File: src/rtl/frame_generator.sv
// Packs buffered payload bytes into fixed frames (2-byte header + PAYLOAD_LEN bytes).
// Optional macro FRAME_GEN_ERR_INJ_EN adds err_inj to send a frame with an inverted header MSB.
module frame_generator #(
  parameter int unsigned PAYLOAD_LEN = 10,
  parameter int unsigned FIFO_DEPTH  = 16,
  parameter int unsigned GAP_BYTES   = 0,
  parameter logic [7:0]  IDLE_BYTE   = 8'h00
) (
  input  logic        clk,
  input  logic        reset,
  input  logic [7:0]  pl_data,
  input  logic        pl_valid,
  output logic        pl_ready,
  input  logic        hdr_type,
`ifdef FRAME_GEN_ERR_INJ_EN
  input  logic        err_inj,
`endif
  input  logic        tx_en,
  output logic [7:0]  tx_data,
  output logic [3:0]  tx_byte_pos,
  output logic        frame_start,
  output logic [15:0] frames_sent
);

  localparam int unsigned AW = $clog2(FIFO_DEPTH);
  localparam int unsigned CW = AW + 1;
  localparam logic [3:0] LAST_IDX = 4'(PAYLOAD_LEN - 1);
  localparam logic [3:0] GAP_LAST = (GAP_BYTES == 0) ? 4'd0 : 4'(GAP_BYTES - 1);

  typedef enum logic [2:0] {S_IDLE, S_HLSB, S_HMSB, S_DATA, S_GAP} state_t;

  state_t          r_state;
  logic [7:0]      r_mem [FIFO_DEPTH];
  logic [AW-1:0]   r_wr_ptr;
  logic [AW-1:0]   r_rd_ptr;
  logic [CW-1:0]   r_count;
  logic [3:0]      r_idx;
  logic [3:0]      r_gap;
  logic            r_hdr;
  logic            r_err;
  logic [7:0]      r_tx_data;
  logic [3:0]      r_pos;
  logic            r_fs;
  logic [15:0]     r_frames;

  logic w_full;
  logic w_push;
  logic w_pop;
  logic w_last_data;
  logic w_gap_done;
  logic w_launch;
  logic w_err_in;

`ifdef FRAME_GEN_ERR_INJ_EN
  assign w_err_in = err_inj;
`else
  assign w_err_in = 1'b0;
`endif

  assign w_full   = (r_count == CW'(FIFO_DEPTH));
  assign w_push   = pl_valid & ~w_full;
  assign w_pop    = (r_state == S_DATA);
  assign pl_ready = ~w_full;

  assign w_last_data = (r_state == S_DATA) && (r_idx == LAST_IDX);
  assign w_gap_done  = (r_state == S_GAP) && (r_gap == GAP_LAST);

  // On the last payload pop the byte being popped is still counted, hence the strict '>'
  // so the next frame can never underrun the FIFO.
  assign w_launch = tx_en &&
                    (((r_state == S_IDLE) && (r_count >= CW'(PAYLOAD_LEN))) ||
                     (w_last_data && (GAP_BYTES == 0) && (r_count > CW'(PAYLOAD_LEN))) ||
                     (w_gap_done && (r_count >= CW'(PAYLOAD_LEN))));

  // NOTE: payload storage carries no reset; the pointers and count alone define its contents.
  always_ff @(posedge clk) begin
    if (w_push) r_mem[r_wr_ptr] <= pl_data;
  end

  // NOTE: all sequential state uses non-blocking assignments so every register samples pre-edge values.
  always_ff @(posedge clk or negedge reset) begin
    if (!reset) begin
      r_wr_ptr <= '0;
      r_rd_ptr <= '0;
      r_count  <= '0;
    end else begin
      if (w_push) r_wr_ptr <= r_wr_ptr + 1'b1;
      if (w_pop)  r_rd_ptr <= r_rd_ptr + 1'b1;
      case ({w_push, w_pop})
        2'b10:   r_count <= r_count + 1'b1;
        2'b01:   r_count <= r_count - 1'b1;
        default: r_count <= r_count;
      endcase
    end
  end

  always_ff @(posedge clk or negedge reset) begin
    if (!reset) begin
      r_state   <= S_IDLE;
      r_idx     <= '0;
      r_gap     <= '0;
      r_hdr     <= 1'b0;
      r_err     <= 1'b0;
      r_tx_data <= IDLE_BYTE;
      r_pos     <= '0;
      r_fs      <= 1'b0;
      r_frames  <= '0;
    end else begin
      r_fs <= 1'b0;
      if (w_launch) begin
        r_hdr <= hdr_type;
        r_err <= w_err_in;
      end
      case (r_state)
        S_IDLE: begin
          r_tx_data <= IDLE_BYTE;
          r_pos     <= '0;
          if (w_launch) r_state <= S_HLSB;
        end
        S_HLSB: begin
          r_tx_data <= r_hdr ? 8'h55 : 8'hAA;
          r_pos     <= 4'd0;
          r_fs      <= 1'b1;
          r_state   <= S_HMSB;
        end
        S_HMSB: begin
          r_tx_data <= (r_hdr ? 8'hBA : 8'hAF) ^ {8{r_err}};
          r_pos     <= 4'd1;
          r_idx     <= '0;
          r_state   <= S_DATA;
        end
        S_DATA: begin
          r_tx_data <= r_mem[r_rd_ptr];
          r_pos     <= 4'd2 + r_idx;
          r_idx     <= r_idx + 1'b1;
          if (w_last_data) begin
            r_frames <= r_frames + 1'b1;
            r_idx    <= '0;
            if (GAP_BYTES > 0) begin
              r_gap   <= '0;
              r_state <= S_GAP;
            end else begin
              r_state <= w_launch ? S_HLSB : S_IDLE;
            end
          end
        end
        S_GAP: begin
          r_tx_data <= IDLE_BYTE;
          r_pos     <= '0;
          r_gap     <= r_gap + 1'b1;
          if (w_gap_done) r_state <= w_launch ? S_HLSB : S_IDLE;
        end
        default: r_state <= S_IDLE;
      endcase
    end
  end

  assign tx_data     = r_tx_data;
  assign tx_byte_pos = r_pos;
  assign frame_start = r_fs;
  assign frames_sent = r_frames;

endmodule

File: config.mk
export PLATFORM = sky130hd
export DESIGN_NAME = frame_generator
export DESIGN_NICKNAME = d
export VERILOG_FILES = /design/src/rtl/frame_generator.sv
export SDC_FILE = /design/constraint.sdc
export NUM_CORES = 1
export LEC_CHECK = 0
export CORE_MARGIN = 2
export CORE_UTILIZATION = 30
export CTS_BUF_LIST = sky130_fd_sc_hd__clkbuf_16
export CTS_CLUSTER_SIZE = 8
export DETAILED_ROUTE_END_ITERATION = 8
export PLACE_DENSITY_LB_ADDON = 0.08
export SLEW_MARGIN = 10
export SYNTH_ARGS = -nofsm -noshare
export SYNTH_HDL_FRONTEND = slang
export SYNTH_SLANG_ARGS = --single-unit
File: constraint.sdc
create_clock -name clk -period 3.8 [get_ports clk]
set_input_delay 0.76 -clock clk [delete_from_list [all_inputs] [get_ports clk]]
set_output_delay 0.76 -clock clk [all_outputs]
set_load 0.005 [all_outputs]
# After elaboration in Yosys (flattened, before gate mapping)
# Memory sizes are Yosys's and may differ from the RTL's.
# Cells that the tools add are included.
# Widths: inputs -> output; s select.
# op_classes
n_eq_ne	11
bitwise	2
n_reduce_logical	18
muxes	15
n_addsub	8
order_cmp	2
# ops
cell	count
$pmux 8 s4	1
$add 16x1->16 const B	1
$add 4x1->4 const B	4
$pmux 3 s5	1
$pmux 4 s3	1
$pmux 5 s2	1
$mux 3	3
$mux 8	1
$pmux 4 s2	1
$eq 3x2->1 const B	2
$logic_and 1x1->1	6
$add 5x1->5 const B	1
$eq 5x5->1 const B	1
$ge 5x4->1 const B	1
$gt 5x4->1 const B	1
$mux 5	1
$sub 5x1->5 const B	1
$add 2x4->4 const A	1
$eq 4x4->1 const B	1
$logic_not 4->1	1
$mux 1	4
$mux 4	1
$ne 2x2->1 const B	2
$reduce_bool 2->1	2
15 further kinds	16
# totals
ram_bits	128
in_bits	13
out_inout_bits	30
wordCells	68
regBits	54
mem_count	1
# memory_table
name	depth	word_bits	rd	rd_ports_with_merged_regs	write_ports	line	source
r_mem	16	8	1	0	1	33	logic [7:0] r_mem [FIFO_DEPTH];

# Longest topological paths before layout
# depth
depth_word	9
depth_mapped	12
mapped_depth_nobuf	10

# Least setup slack after synthesis
# Ideal clock, no wire load.
# synth_timing
kind	input to register
startpoint	in pl_valid
endpoint	reg r_count[4]
required_time_ps	3675
setup_ps	125
cell_stages	11
n_path_buf	1
setup_slack_ps	954
arrival_ps	2720
path_cell_list	inv_1 a31oi_2 inv_1 ha_1 clkbuf_1 xor2_1 ha_1 or3b_1 a211oi_1 o21bai_1 xnor2_1
# synth_via
elab_chain_cells	3
elab_cells_between_ends	5
cone_classes	eq/ne: 2; mux: 1; bitwise: 1; reduce/logical: 1
# synth_rtl
element	line	source
start: declaration	12	input logic pl_valid,
$and 1x1->1 (*)	61	assign w_push = pl_valid & ~w_full;
$eq 2x1->1 or $eq 2x2->1 (tied branches)	89	case ({w_push, w_pop})
$pmux 5 s2 or $reduce_bool 2->1 (tied branches)	--	
end signal: assignment	90	2'b10: r_count <= r_count + 1'b1;
end signal: assignment	91	2'b01: r_count <= r_count - 1'b1;
end signal: assignment	92	default: r_count <= r_count;
end: declaration	36	logic [CW-1:0] r_count;
# Every way passes the cells marked *; elsewhere a longest branch is shown, timed or not.
# A chain may end at the register's enable or synchronous reset.

# Worst setup path in the final report
# Ends and elaborated chain as after synthesis.

==> summary.md <==
| Metric | Value |
|---|---|
| Reg-to-Reg Start | r_count[2] |
| Pre-CTS setup slack | 0.575 ns |
| Mapped Nets | 492 |
| DRC | 0 |
| R2R cell count | 10 |
| Cell Pwr Density | 702 nW/um2 |
| Core Area | 24,200 um2 |
| Post-cts sizing count | 0 |
| TritonRoute pass-1 iters | 4 |
| Diode count | 0 |
| Routed length on met1 | 7.46 mm |
| CP max FO | 7 |
| Ys flop type | edfxtp_1 |
| Buf/Inv on CP | 3 |
| Num rows | 57 |
| Root Buffer | clkbuf_16 |
| Worst setup margin | 1.05 ns |
| Clock buffer depth | 2 |
| Crit path max-delay cell type | clkdlybuf4s50_1 |
| Avg Inst Size Synth | 16.0 um2 |
| Final TNS setup | 0 ns |
| Max incr delay on CP | 0.45 ns |
| Ys Warns | 0 |
| Final ANT Viol Nets | 0 |
| Via count | 3,941 |
| Nets | 552 |
| TritonCTS clock tree | built |
| Fmax | 363 MHz |
| Area growth syn-to-layout | 19.7% |
| Share of cells above drive strength 1 | 16.1% |
| VDD IR-drop max | 0.000281 V |
| Final setup viols | 0 |
| Status | finished clean |
| Hold Slack | 0.392 ns |
| CTS H-tree lvls | 4 |
| I/O pin total | 43 |
| Top-count cell post-synth | edfxtp_1 |
| Hold Path Class | input port to async pin |
| Top layer in use | met4 |
| Layout Utilization | 36.4% |
| Final hold violations | 0 |
| Share of Yosys cell area claimed by the top area cell type | 52.1% |
| # clock sinks | 177 |
| DP Wirelength | 10.4 mm |
| Synth Cell Area | 7370 um2 |
| Initial antenna violation count | 0 |
| Critical Path End Type | flip-flop |
| Register area share after synthesis | 68.8% |
| WP depth | 11 |
| Die width | 161 um |
| RSZ-0062 raised after global routing | no |
| WL met3 | 458 um |
| First-pass GRT wire length | 24.3 mm |
| Capturing point of the worst reg2reg path | r_count[4] |
| CTS Hold Bufs | 0 |
| Area contributors post-synth | edfxtp_1 52%, dfrtp_1 17%, mux4_2 8.2% |
| Die Ht | 161 um |
| GR Overflow Total | 0 |
| Ys async rst share | 27.7% |
| Slew @ Worst Pin | 0.923 ns |
| Min Tclk post-route | 2.75 ns |
| Commonest cells in the synthesized netlist | 128 x edfxtp_1, 49 x dfrtp_1, 36 x nand2_1, 27 x mux4_2, 24 x nor2_1 |
| Routed WL | 15.8 mm |
| DR WL met2 | 7.73 mm |
| Max-cap violations | 0 |
| Final weighted congestion in routability-driven placement | 0.746 |
| Wire per inst | 18.4 um |
| Skew final | 0.0175 ns |
| Cts bufs inserted | 17 |
| GRT Util Overall | 12.7% |
| LEAKAGE | 3.13 nW |
| Post-Syn Instances | 462 |
| Die ar. | 25,800 um2 |
| Yosys top cell by area | edfxtp_1 |
| CP arrival | 3.07 ns |
| Synthesized flop and latch total | 177 |
| Largest net degree at the start of global routing | 41 |
| Vias in the first global route | 4,123 |
| Setup bufs post-CTS | 0 |
| Crit-path cells | clkdlybuf4s50_1, inv_1, a31oi_2, inv_1, ha_1, xor2_1, ha_1, or3b_1, a211oi_1, o21bai_1, xnor2_1 |
| Startpoint type of the worst setup path | input port |
| Worst path required time | 4.12 ns |
| Worst skew pair latency | 0.43 ns |
| Initial drt markers | 229 |
| Final Max Slew Viols | 0 |
| Clk slew on worst S/H paths | 0.07 ns |
| Reg2Reg Setup Slack | 1.09 ns |
| Library cells used by synthesis | 41 |
| Initial Util | 30.4% |
| DR vias/cell | 4.59 |
| Final period util | 72.4% |
| Slew HR | 38.3% |
| Kind of cell adding the most delay to the critical path | buffers and inverters |
| Worst Setup Path Type | input port to flip-flop |
| EDFF count, synth | 128 |
| # port buffers | 42 |
==> state kept, by name, summed over array words and instances, names as in the netlist <==
register and count:
tx_byte_pos 4, r_wr_ptr 4, r_rd_ptr 4, r_idx 4, tx_data 8, r_mem 128
frame_start 1, r_hdr 1, r_state 2, r_count 5, frames_sent 16
==> layer usage <==
| metal | global-route usage [%] | up-vias |
|---|---|---|
| li1 | - | 1851 |
| met1 | 17.0 | 2017 |
| met2 | 20.9 | 61 |
| met3 | 2.71 | 12 |
| met4 | 3.94 | 0 |
| met5 | 0 | - |
==> cell usage in the layout, fill, tap and decap left out, types with 4 or more instances in the layout <==
cell type        instances
a21oi_1                  9
buf_4                   17
clkbuf_16               17
clkdlybuf4s50_1         41
dfrtp_1                 48
edfxtp_1               128
ha_1                    17
inv_1                   16
mux2_2                  11
mux2i_1                 16
mux4_2                  27
nand2_1                 36
nand2b_1                 4
nand3_1                 19
nand3b_1                 6
nand4_1                  7
nor2_1                  24
nor2b_1                  6
nor3_1                   7
o21ai_0                 11
o221ai_1                 4
xnor2_1                 21
xor2_1                   7
==> layout make-up <==
| class | count | area, um2 |
|---|---|---|
| Inverter | 14 | 52.6 |
| Sequential cell | 177 | 5070 |
| Tap cell | 324 | 405 |
| Clock buffer | 17 | 425 |
| Timing Repair Buffer | 59 | 543 |
| Clock inverter | 15 | 169 |
| Multi-Input combinational cell | 253 | 2150 |
| Fill cell | 2311 | 15400 |
==> where the power goes <==
part / switching [mW] / internal (mW)
Combinational: 0.934 / 0.862
Clock: 0.738 / 1.03
Sequential: 0.250 / 2.38
Total: 1.92 / 4.27
==> per-stage QoR <==
step	cells	total power, mW	area, um2
4_1_cts	859	6.30	8820
5_1_grt	859	6.57	8820
2_1_floorplan	462	3.89	7370
3_5_place_dp	827	4.52	8230
3_3_place_gp	827	4.52	8230
6_report	859	6.20	8820
==> how the worst max path moves through the flow <==
stage | from | end | slack, ns
2_1_floorplan | pl_valid | r_count[4] | 0.95
3_3_place_gp | pl_valid | r_count[4] | 0.68
3_5_place_dp | pl_valid | r_count[4] | 0.58
4_1_cts | pl_valid | r_count[4] | 1.04
5_1_grt | r_count[1] | r_count[4] | 0.89
6_report | pl_valid | r_count[4] | 1.05
==> cells by family (layout without fill, tap and decap cells) <==
group / Yosys count / in the layout / synth area share, %
and+or+nand+nor: 121 / 121 / 8.10
muxes: 54 / 54 / 12.1
buffers and inverters: 32 / 105 / 1.99
xor gates and xnor gates: 28 / 28 / 3.33
AOI/OAI and AO/OA: 33 / 33 / 2.82
DFF: 177 / 177 / 68.8
adders and majority gates: 17 / 17 / 2.89
Power figures use the tool's default switching activity.
